<file path="src/rtl/inst_fetch_pkg.sv">
// Shared definitions for the IF stage: reset level, bus widths, fetch FSM encoding.
package inst_fetch_pkg;

  localparam logic RstEnable   = 1'b1;
  localparam int   InstAddrBus = 32;
  localparam int   InstBus     = 32;
  localparam logic [InstBus-1:0] ZeroWord = 32'h0000_0000;

  typedef enum logic [1:0] {
    BOOT = 2'd0,
    RUN  = 2'd1,
    DROP = 2'd2
  } fetch_state_e;

  function automatic logic [InstAddrBus-1:0] next_pc(input logic [InstAddrBus-1:0] pc);
    return pc + 32'd4;
  endfunction

endpackage

</file>
<file path="src/rtl/fetch_skid_buf.sv">
// One-entry {pc, inst} holding register that catches a fetched word while the output slot is stalled.
module fetch_skid_buf
  import inst_fetch_pkg::*;
(
  input  logic                   clk,
  input  logic                   rst,
  input  logic                   load,
  input  logic [InstAddrBus-1:0] load_pc,
  input  logic [InstBus-1:0]     load_inst,
  input  logic                   drain,
  input  logic                   flush,
  output logic                   full,
  output logic [InstAddrBus-1:0] pc,
  output logic [InstBus-1:0]     inst
);

  always_ff @(posedge clk) begin
    if (rst == RstEnable || flush) begin
      full <= 1'b0;
      pc   <= ZeroWord;
      inst <= ZeroWord;
    end else if (load) begin
      full <= 1'b1;
      pc   <= load_pc;
      inst <= load_inst;
    end else if (drain) begin
      full <= 1'b0;
    end
  end

endmodule

</file>
<file path="src/rtl/inst_fetch.sv">
// IF stage: PC generation, req/ack fetch from instruction memory, valid-qualified output slot
// backed by a one-entry skid, with ID stall and EX/ID branch redirect.
module inst_fetch
  import inst_fetch_pkg::*;
#(
  parameter logic [InstAddrBus-1:0] RESET_PC = 32'h0000_0000
) (
  input  logic                   clk,
  input  logic                   rst,
  input  logic                   stall_i,
  input  logic                   branch_flag_i,
  input  logic [InstAddrBus-1:0] branch_target_i,
  output logic                   imem_req_o,
  output logic [InstAddrBus-1:0] imem_addr_o,
  input  logic                   imem_ack_i,
  input  logic [InstBus-1:0]     imem_rdata_i,
  output logic [InstAddrBus-1:0] if_pc_o,
  output logic [InstBus-1:0]     if_inst_o,
  output logic                   if_valid_o,
  output logic [1:0]             dbg_state_o
);

  fetch_state_e           state_q;
  logic [InstAddrBus-1:0] pc_q;
  logic [InstAddrBus-1:0] redir_q;
  logic                   slot_valid_q;
  logic [InstAddrBus-1:0] slot_pc_q;
  logic [InstBus-1:0]     slot_inst_q;

  logic                   skid_full;
  logic [InstAddrBus-1:0] skid_pc;
  logic [InstBus-1:0]     skid_inst;
  logic                   ack_taken;
  logic                   slot_open;
  logic                   skid_load;
  logic                   skid_drain;

  // Handshake: a transfer happens on any cycle with imem_req_o && imem_ack_i (ack may arrive in
  // the request cycle). Once raised, req and addr hold until that cycle; in RUN req only launches
  // with the skid empty, so an accepted word always has somewhere to go.
  assign imem_req_o  = (state_q == DROP) || ((state_q == RUN) && !skid_full);
  assign imem_addr_o = pc_q;
  assign ack_taken   = imem_req_o && imem_ack_i;
  assign slot_open   = !slot_valid_q || !stall_i;

  assign skid_load  = (state_q == RUN) && !branch_flag_i && ack_taken && !slot_open;
  assign skid_drain = (state_q == RUN) && !branch_flag_i && slot_open && skid_full;

  assign if_valid_o  = slot_valid_q;
  assign if_pc_o     = slot_pc_q;
  assign if_inst_o   = slot_inst_q;
  assign dbg_state_o = state_q;

  fetch_skid_buf u_skid (
    .clk       (clk),
    .rst       (rst),
    .load      (skid_load),
    .load_pc   (pc_q),
    .load_inst (imem_rdata_i),
    .drain     (skid_drain),
    .flush     (branch_flag_i),
    .full      (skid_full),
    .pc        (skid_pc),
    .inst      (skid_inst)
  );

  always_ff @(posedge clk) begin
    if (rst == RstEnable) begin
      state_q      <= BOOT;
      pc_q         <= RESET_PC;
      redir_q      <= RESET_PC;
      slot_valid_q <= 1'b0;
      slot_pc_q    <= ZeroWord;
      slot_inst_q  <= ZeroWord;
    end else if (branch_flag_i) begin
      slot_valid_q <= 1'b0;
      // An outstanding request cannot be withdrawn, so park the target until its ack returns.
      if (imem_req_o && !imem_ack_i) begin
        redir_q <= branch_target_i;
        state_q <= DROP;
      end else begin
        pc_q    <= branch_target_i;
        state_q <= RUN;
      end
    end else begin
      case (state_q)
        BOOT: state_q <= RUN;
        RUN: begin
          if (ack_taken) pc_q <= next_pc(pc_q);
          if (slot_open) begin
            if (skid_full) begin
              slot_valid_q <= 1'b1;
              slot_pc_q    <= skid_pc;
              slot_inst_q  <= skid_inst;
            end else if (ack_taken) begin
              slot_valid_q <= 1'b1;
              slot_pc_q    <= pc_q;
              slot_inst_q  <= imem_rdata_i;
            end else begin
              slot_valid_q <= 1'b0;
            end
          end
        end
        DROP: begin
          if (imem_ack_i) begin
            pc_q    <= redir_q;
            state_q <= RUN;
          end
        end
        default: state_q <= BOOT;
      endcase
    end
  end

endmodule

</file>
<file path="config.mk">
export PLATFORM = sky130hd
export DESIGN_NAME = inst_fetch
export DESIGN_NICKNAME = d
export VERILOG_FILES = /design/src/rtl/inst_fetch_pkg.sv /design/src/rtl/fetch_skid_buf.sv /design/src/rtl/inst_fetch.sv
export SDC_FILE = /design/constraint.sdc
export NUM_CORES = 1
export LEC_CHECK = 0
export ABC_AREA = 1
export CAP_MARGIN = 40
export CORE_MARGIN = 3
export CORE_UTILIZATION = 25
export CTS_CLUSTER_DIAMETER = 40
export CTS_CLUSTER_SIZE = 25
export DETAILED_ROUTE_END_ITERATION = 10
export DONT_BUFFER_PORTS = 1
export HOLD_SLACK_MARGIN = 0.02
export PLACE_DENSITY_LB_ADDON = 0.1
export RECOVER_POWER = 50
export SLEW_MARGIN = 20
export SYNTH_ARGS = -nofsm -noshare
export SYNTH_HDL_FRONTEND = slang
export SYNTH_SLANG_ARGS = --single-unit
</file>
<file path="constraint.sdc">
create_clock -name clk -period 1.8 [get_ports clk]
set_clock_uncertainty 0.2 [all_clocks]
set_input_delay 0.54 -clock clk [delete_from_list [all_inputs] [get_ports clk]]
set_output_delay 0.54 -clock clk [all_outputs]
set_load 0.01 [all_outputs]
</file>
==> flow_metrics.py, run 1 <==
metrics = {
    "status": {
        "status": "finished, violations left",
        "violations": "negative hold slack, negative setup slack",
    },
    "clock_network": {
        "numCtsBuffers": 17,
        "cts_tree": "done",
        "clk_latency_ns": 0.45,
        "cts_max_level": 4,
        "cts_sinks": 196,
        "clkTransAtPathRegs_ns": 0.07,
        "clock-root-buffer": "clkbuf_16",
        "clock_path_buffers": 2,
        "ctsHoldBuffers": 35,
    },
    "routing": {
        "vias_per_cell": 4.691,
        "drc": 0,
        "wl_per_cell_um": 18.98,
        "drtIter0Drc": 448,
        "postRouteWirelength_um": 38530,
        "vias": 9523,
        "ant_nets": 0,
        "first_pass_iters": 5,
    },
    "synth": {
        "avgSynthCellArea_um2": 6.495,
        "ys_seq_elements": 196,
        "ys_warn_count": 0,
        "ys_types": 27,
        "netlist_instances": 1428,
        "syn_area_um2": 9275,
        "synth_nets": 1498,
        "ys_seq_area_share_pct": 42.30,
    },
    "placement": {
        "placed_cells": 1920,
        "portBuffers": 0,
        "gp_congestion": 0.8731,
        "hpwl_um": 24450,
        "place_area_um2": 10680,
    },
    "global_route": {
        "grt_antenna_before_repair": 0,
        "grt_pass1_wl_um": 58510,
        "grt_overflow": 0,
        "grt_pass1_vias": 9306,
        "grt_max_degree": 96,
        "grt_usage_pct": 19.47,
        "busiest_layer": "met2",
        "grt.met3_usage_pct": 4.268,
        "use_met2_pct": 32.93,
        "use_met1_pct": 25.65,
    },
    "finish": {
        "fin_nets": 1626,
        "final_cells": 2030,
        "design_area_um2": 12670,
        "drive_gt1_share_pct": 18.74,
        "diodes": 0,
        "syn_to_final_growth_pct": 36.60,
    },
    "sta": {
        "timing.final.ws_setup_ns": -0.2294,
        "slew_viol_final": 0,
        "hold_violations": 36,
        "fmax_mhz": 492.8,
        "min_period_ns": 2.029,
        "grt_setup_unrepaired": "yes",
        "period_share_pct": 112.7,
        "worstMarginPinSlew_ns": 0.4214,
        "holdWs_ns": -0.03908,
        "slew_headroom_pct": 71.91,
        "setup_viol": 148,
    },
    "hold_path": {
        "hold_start": "rst",
        "holdPathStages": 1,
        "whs_endpoint": "dbg_state_o[0]$_SDFFE_PP0P_",
        "worst_hold_path_type": "primary input to register",
    },
    "floorplan": {
        "initial_core_util_pct": 25.70,
        "dieHeight_um": 198.6,
        "die_w_um": 198.6,
        "die_area_um2": 39450,
        "ioPinCount": 169,
        "row_count": 69,
        "core_area_um2": 36090,
    },
    "critical_path": {
        "arrival_ns": 1.29,
        "worstPathRequired_ns": 1.06,
        "reg2reg_to": "u_skid.pc[5]$_SDFFE_PP0P_",
        "cp-end-kind": "output pin",
        "worstSetupPathType": "register to output pin",
        "crit_path_start_kind": "register",
        "r2r_slack_ns": -0.15,
        "r2r_start": "dbg_state_o[1]$_SDFFE_PP0P_",
        "crit_fanout": 3,
        "rr_worst_depth": 11,
    },
    "pwr": {
        "peakVddDrop_uv": 657.8,
        "p_per_area_nw_per_um2": 810.0,
        "p_leak_nw": 5.161,
    },
    "run": {
        "cap_viol_max_count": 0,
    },
}
-- state kept, by name, summed over array words and instances (netlist names) --
signal / count
u_skid.pc: 32
u_skid.full: 1
imem_addr_o: 32
if_inst_o: 32
redir_q: 32
if_valid_o: 1
dbg_state_o: 2
u_skid.inst: 32
if_pc_o: 32
-- cell usage in the layout (no fill, tap or decap), types with 6 or more instances in the layout --
cell type,instances
o21ai_1,10
buf_4,110
nand2_2,7
nand3_1,58
dfxtp_1,170
dfxtp_4,9
nor2_1,171
xor2_1,8
clkbuf_16,19
buf_16,8
dfxtp_2,17
nor2_2,23
nand4_1,68
inv_1,56
inv_2,6
buf_12,27
nand2_1,462
buf_6,22
dlygate4sd3_1,35
a21oi_1,126
o21ai_0,100
-- metal layers --
metal / vias to the layer above / share of wire (%)
li1: 4906 / -
met5: - / 0
met3: 22 / 5.3
met2: 181 / 48
met1: 4414 / 45
met4: 0 / 0.92
-- synth_stat cells --
cell type	instances	area [um2]
nand2_1	471	1768
nor2_1	197	739.5
dfxtp_1	196	3924
a21oi_1	131	655.6
o21ai_0	112	560.5
nand4_1	68	425.4
inv_1	61	229.0
nand3_1	61	305.3
clkbuf_1	50	187.7
buf_2	36	180.2
buf_4	8	60.06
xor2_1	8	70.07
buf_1	5	18.77
inv_2	5	18.77
nor3_1	4	20.02
a211oi_1	2	15.01
clkinv_1	2	7.510
o211ai_1	2	15.01
clkbuf_2	1	5.000
ha_1	1	12.51
nand2_2	1	6.260
nand3_2	1	10.01
nand3b_1	1	7.510
nor2_2	1	6.260
nor3_2	1	10.01
o21ai_2	1	8.760
xnor2_1	1	8.760
-- power breakdown --
| part | switching (mW) | leakage [nW] | internal, mW |
|---|---|---|---|
| clock network | 2.02 | 0.293 | 2.03 |
| logic | 0.893 | 3.27 | 0.689 |
| registers | 0.153 | 1.60 | 4.47 |
| total | 3.07 | 5.16 | 7.20 |
-- layout make-up --
| class | count | area [um2] |
|---|---|---|
| clock buffer | 19 | 442.9 |
| clock inverter | 13 | 161.4 |
| multi-input combinational | 1064 | 4840 |
| inverter | 68 | 272.8 |
| tap | 461 | 576.8 |
| fill | 3937 | 23420 |
| timing repair buffer | 209 | 2397 |
| sequential | 196 | 3979 |
-- through the flow --
stage / hold slack [ns] / TNS, ns / setup WS, ns / power, mW / util (%)
floorplan: 0.2379 / -2.134 / -0.03115 / 5.403 / -
global placement: 0.2465 / -2.070 / -0.06584 / 6.042 / 29.60
detailed placement: 0.2499 / -3.731 / -0.07865 / 6.034 / 29.60
CTS: -0.07597 / -16.45 / -0.2021 / 10.38 / 34.58
global route: -0.06878 / -26.75 / -0.2900 / 10.74 / 35.11
finish: -0.03908 / -9.449 / -0.2294 / 10.26 / 35.11
-- how the worst max path moves through the flow --
stage                                         to  cells past startpoint                         from  slack (ns)
global placement    imem_addr_o[25]$_SDFFE_PP0P_                      7                branch_flag_i       -0.07
CTS                                   imem_req_o                      4  dbg_state_o[1]$_SDFFE_PP0P_       -0.20
finish                                imem_req_o                      5  dbg_state_o[1]$_SDFFE_PP0P_       -0.23
detailed placement    if_inst_o[10]$_SDFFE_PP0P_                      9  dbg_state_o[1]$_SDFFE_PP0P_       -0.08
floorplan               if_pc_o[11]$_SDFFE_PP0P_                      6                branch_flag_i       -0.03
global route                          imem_req_o                      5  dbg_state_o[1]$_SDFFE_PP0P_       -0.29
-- kinds of logic (layout without fill, tap and decap cells) --
group                    count (synthesis)  after routing  share of synthesized area (%)
buffers and inverters                  168            309                          7.622
XOR/XNOR                                 9              9                         0.8499
AND/OR/NAND/NOR                        806            806                          35.56
flip-flops                             196            196                          42.30
adder cells (fa/ha/maj)                  1              1                         0.1349
AO/OA/AOI/OAI                          248            248                          13.53
-- worst max-delay path: stages (launching register included) --
cell and delay [ns]:
dfxtp_2 0.34, inv_2 0.07, nand2_4 0.05, o21ai_4 0.15
buf_6 0.13, buf_6 0.10
-- repair_timing --
| action | 4_1_cts | 5_1_grt |
|---|---|---|
| buffers inserted | 32 | 5 |
| pin swaps | 25 | 26 |
| hold endpoints to repair | 128 | 88 |
| gates cloned | 14 | 2 |
| gates resized for setup | 81 | 58 |
| endpoints found under the setup margin | 120 | 199 |
No activity file was read; power rests on OpenSTA's default activity.
==> run 2, diff against run 1 <==
Settings changed: CORE_ASPECT_RATIO from default to 0.7.
==> flow_metrics.py, run 2 (synthesis gave the netlist of run 1 again) <==
metrics = {
    "clock_network": {
        "clock_path_buffers": 2,
        "numCtsBuffers": 17,
        "clkTransAtPathRegs_ns": 0.08,
        "cts_max_level": 4,
        "cts_tree": "done",
        "clock-root-buffer": "clkbuf_16",
        "cts_sinks": 196,
        "clk_latency_ns": 0.45,
    },
    "floorplan": {
        "die_w_um": 236.2,
        "ioPinCount": 169,
        "core_area_um2": 36280,
        "dieHeight_um": 167.2,
        "die_area_um2": 39490,
        "row_count": 58,
        "initial_core_util_pct": 25.56,
    },
    "finish": {
        "layout_common_cells": "nand2_1, nor2_1, dfxtp_1",
        "drive_gt1_share_pct": 19.15,
        "fin_nets": 1618,
        "syn_to_final_growth_pct": 36.38,
        "mostFrequentLayoutCell": "nand2_1",
    },
    "status": {
        "violations": "negative hold slack, negative setup slack",
        "status": "finished, violations left",
    },
    "run": {
        "cap_viol_max_count": 0,
    },
    "sta": {
        "worstMarginPinSlew_ns": 0.4977,
        "slew_viol_final": 0,
        "period_share_pct": 113.7,
        "timing.final.ws_setup_ns": -0.2464,
        "grt_setup_unrepaired": "yes",
        "setup_viol": 163,
        "slew_headroom_pct": 66.82,
        "holdWs_ns": -0.06128,
        "min_period_ns": 2.046,
        "hold_violations": 42,
        "fmax_mhz": 488.7,
    },
    "critical_path": {
        "cp-end-kind": "output pin",
        "worstPathRequired_ns": 1.06,
        "crit_path_start_kind": "register",
        "crit_fanout": 3,
        "worstSetupPathType": "register to output pin",
        "arrival_ns": 1.31,
    },
    "routing": {
        "drc": 0,
        "postRouteWirelength_um": 38200,
        "vias": 9732,
        "ant_nets": 0,
        "wl_per_cell_um": 18.71,
        "vias_per_cell": 4.766,
        "first_pass_iters": 5,
        "drtIter0Drc": 762,
    },
    "placement": {
        "hpwl_um": 25740,
        "pre_cts_ws_ns": -0.05059,
        "portBuffers": 0,
        "gp_congestion": 0.8317,
    },
    "global_route": {
        "grt_overflow": 0,
        "grt_usage_pct": 18.95,
        "grt_antenna_before_repair": 1,
        "grt_pass1_vias": 9324,
        "grt_pass1_wl_um": 58150,
        "grt_max_degree": 96,
    },
    "pwr": {
        "p_leak_nw": 5.150,
        "peakVddDrop_uv": 625.9,
        "p_per_area_nw_per_um2": 810.0,
    },
    "hold_path": {
        "worst_hold_path_type": "primary input to register",
    },
}
## run 2: per-stage QoR
| step | TNS [ns] | total power, mW | cells | instance area [um2] | utilization [%] |
|---|---|---|---|---|---|
| CTS | -13.08 | 10.32 | 2034 | 12290 | 33.87 |
| floorplan | -2.134 | 5.403 | 1428 | 9334 | - |
| global route | -27.43 | 10.72 | 2042 | 12650 | 34.86 |
| global placement | -0.3003 | 6.056 | 1938 | 10750 | 29.63 |
| finish | -12.34 | 10.25 | 2042 | 12650 | 34.86 |
| detailed placement | -0.3250 | 6.056 | 1938 | 10750 | 29.63 |
## run 2: per-layer routing
layer  global-route usage, %  vias to the layer above  share of wire (%)
li1                        -                     4884                  -
met1                   27.45                     4629                 50
met2                   28.29                      201                 43
met3                   5.318                       18                6.5
met4                   3.415                        0               0.80
met5                       0                        -                  0
## run 2: final cells by class
cell class / instances / area, um2
clock buffers: 20 / 466.7
inverters: 68 / 267.8
flip-flops and latches: 196 / 3989
fillers: 3920 / 23640
multi-input cells: 1064 / 4935
well taps: 480 / 600.6
diodes: 1 / 2.502
repair buffers: 201 / 2267
clock inverters: 12 / 121.4
## run 2: power breakdown
part | internal [mW] | switching [mW] | total [mW]
registers | 4.47 | 0.148 | 4.62
clock network | 2.05 | 1.95 | 4.00
logic | 0.728 | 0.902 | 1.63
## run 2: worst max-delay path, stage by stage, from the launching register on
cell,delay [ns]
dfxtp_2,0.34
buf_4,0.14
nand2_4,0.07
o21ai_4,0.06
buf_6,0.11
buf_6,0.12
## run 2: path summary, 6_finish.rpt
kind,depth (start not counted),slack [ns],start,endpoint
setup / recovery,5,-0.25,dbg_state_o[1]$_SDFFE_PP0P_,imem_req_o
hold / removal,1,-0.06,rst,if_inst_o[21]$_SDFFE_PP0P_
setup reg to reg,13,-0.15,dbg_state_o[1]$_SDFFE_PP0P_,imem_addr_o[18]$_SDFFE_PP0P_
hold reg to reg,2,0.26,u_skid.inst[10]$_SDFFE_PP0P_,u_skid.inst[10]$_SDFFE_PP0P_
## run 2: timing repair
action | in CTS | in global routing
resized for setup | 94 | 69
endpoints found under the setup margin | 128 | 181
endpoints found under the hold margin | 125 | 88
gates cloned | 5 | 5
hold buffers | 37 | 1
pin swaps | 24 | 6
setup buffers | 28 | 4
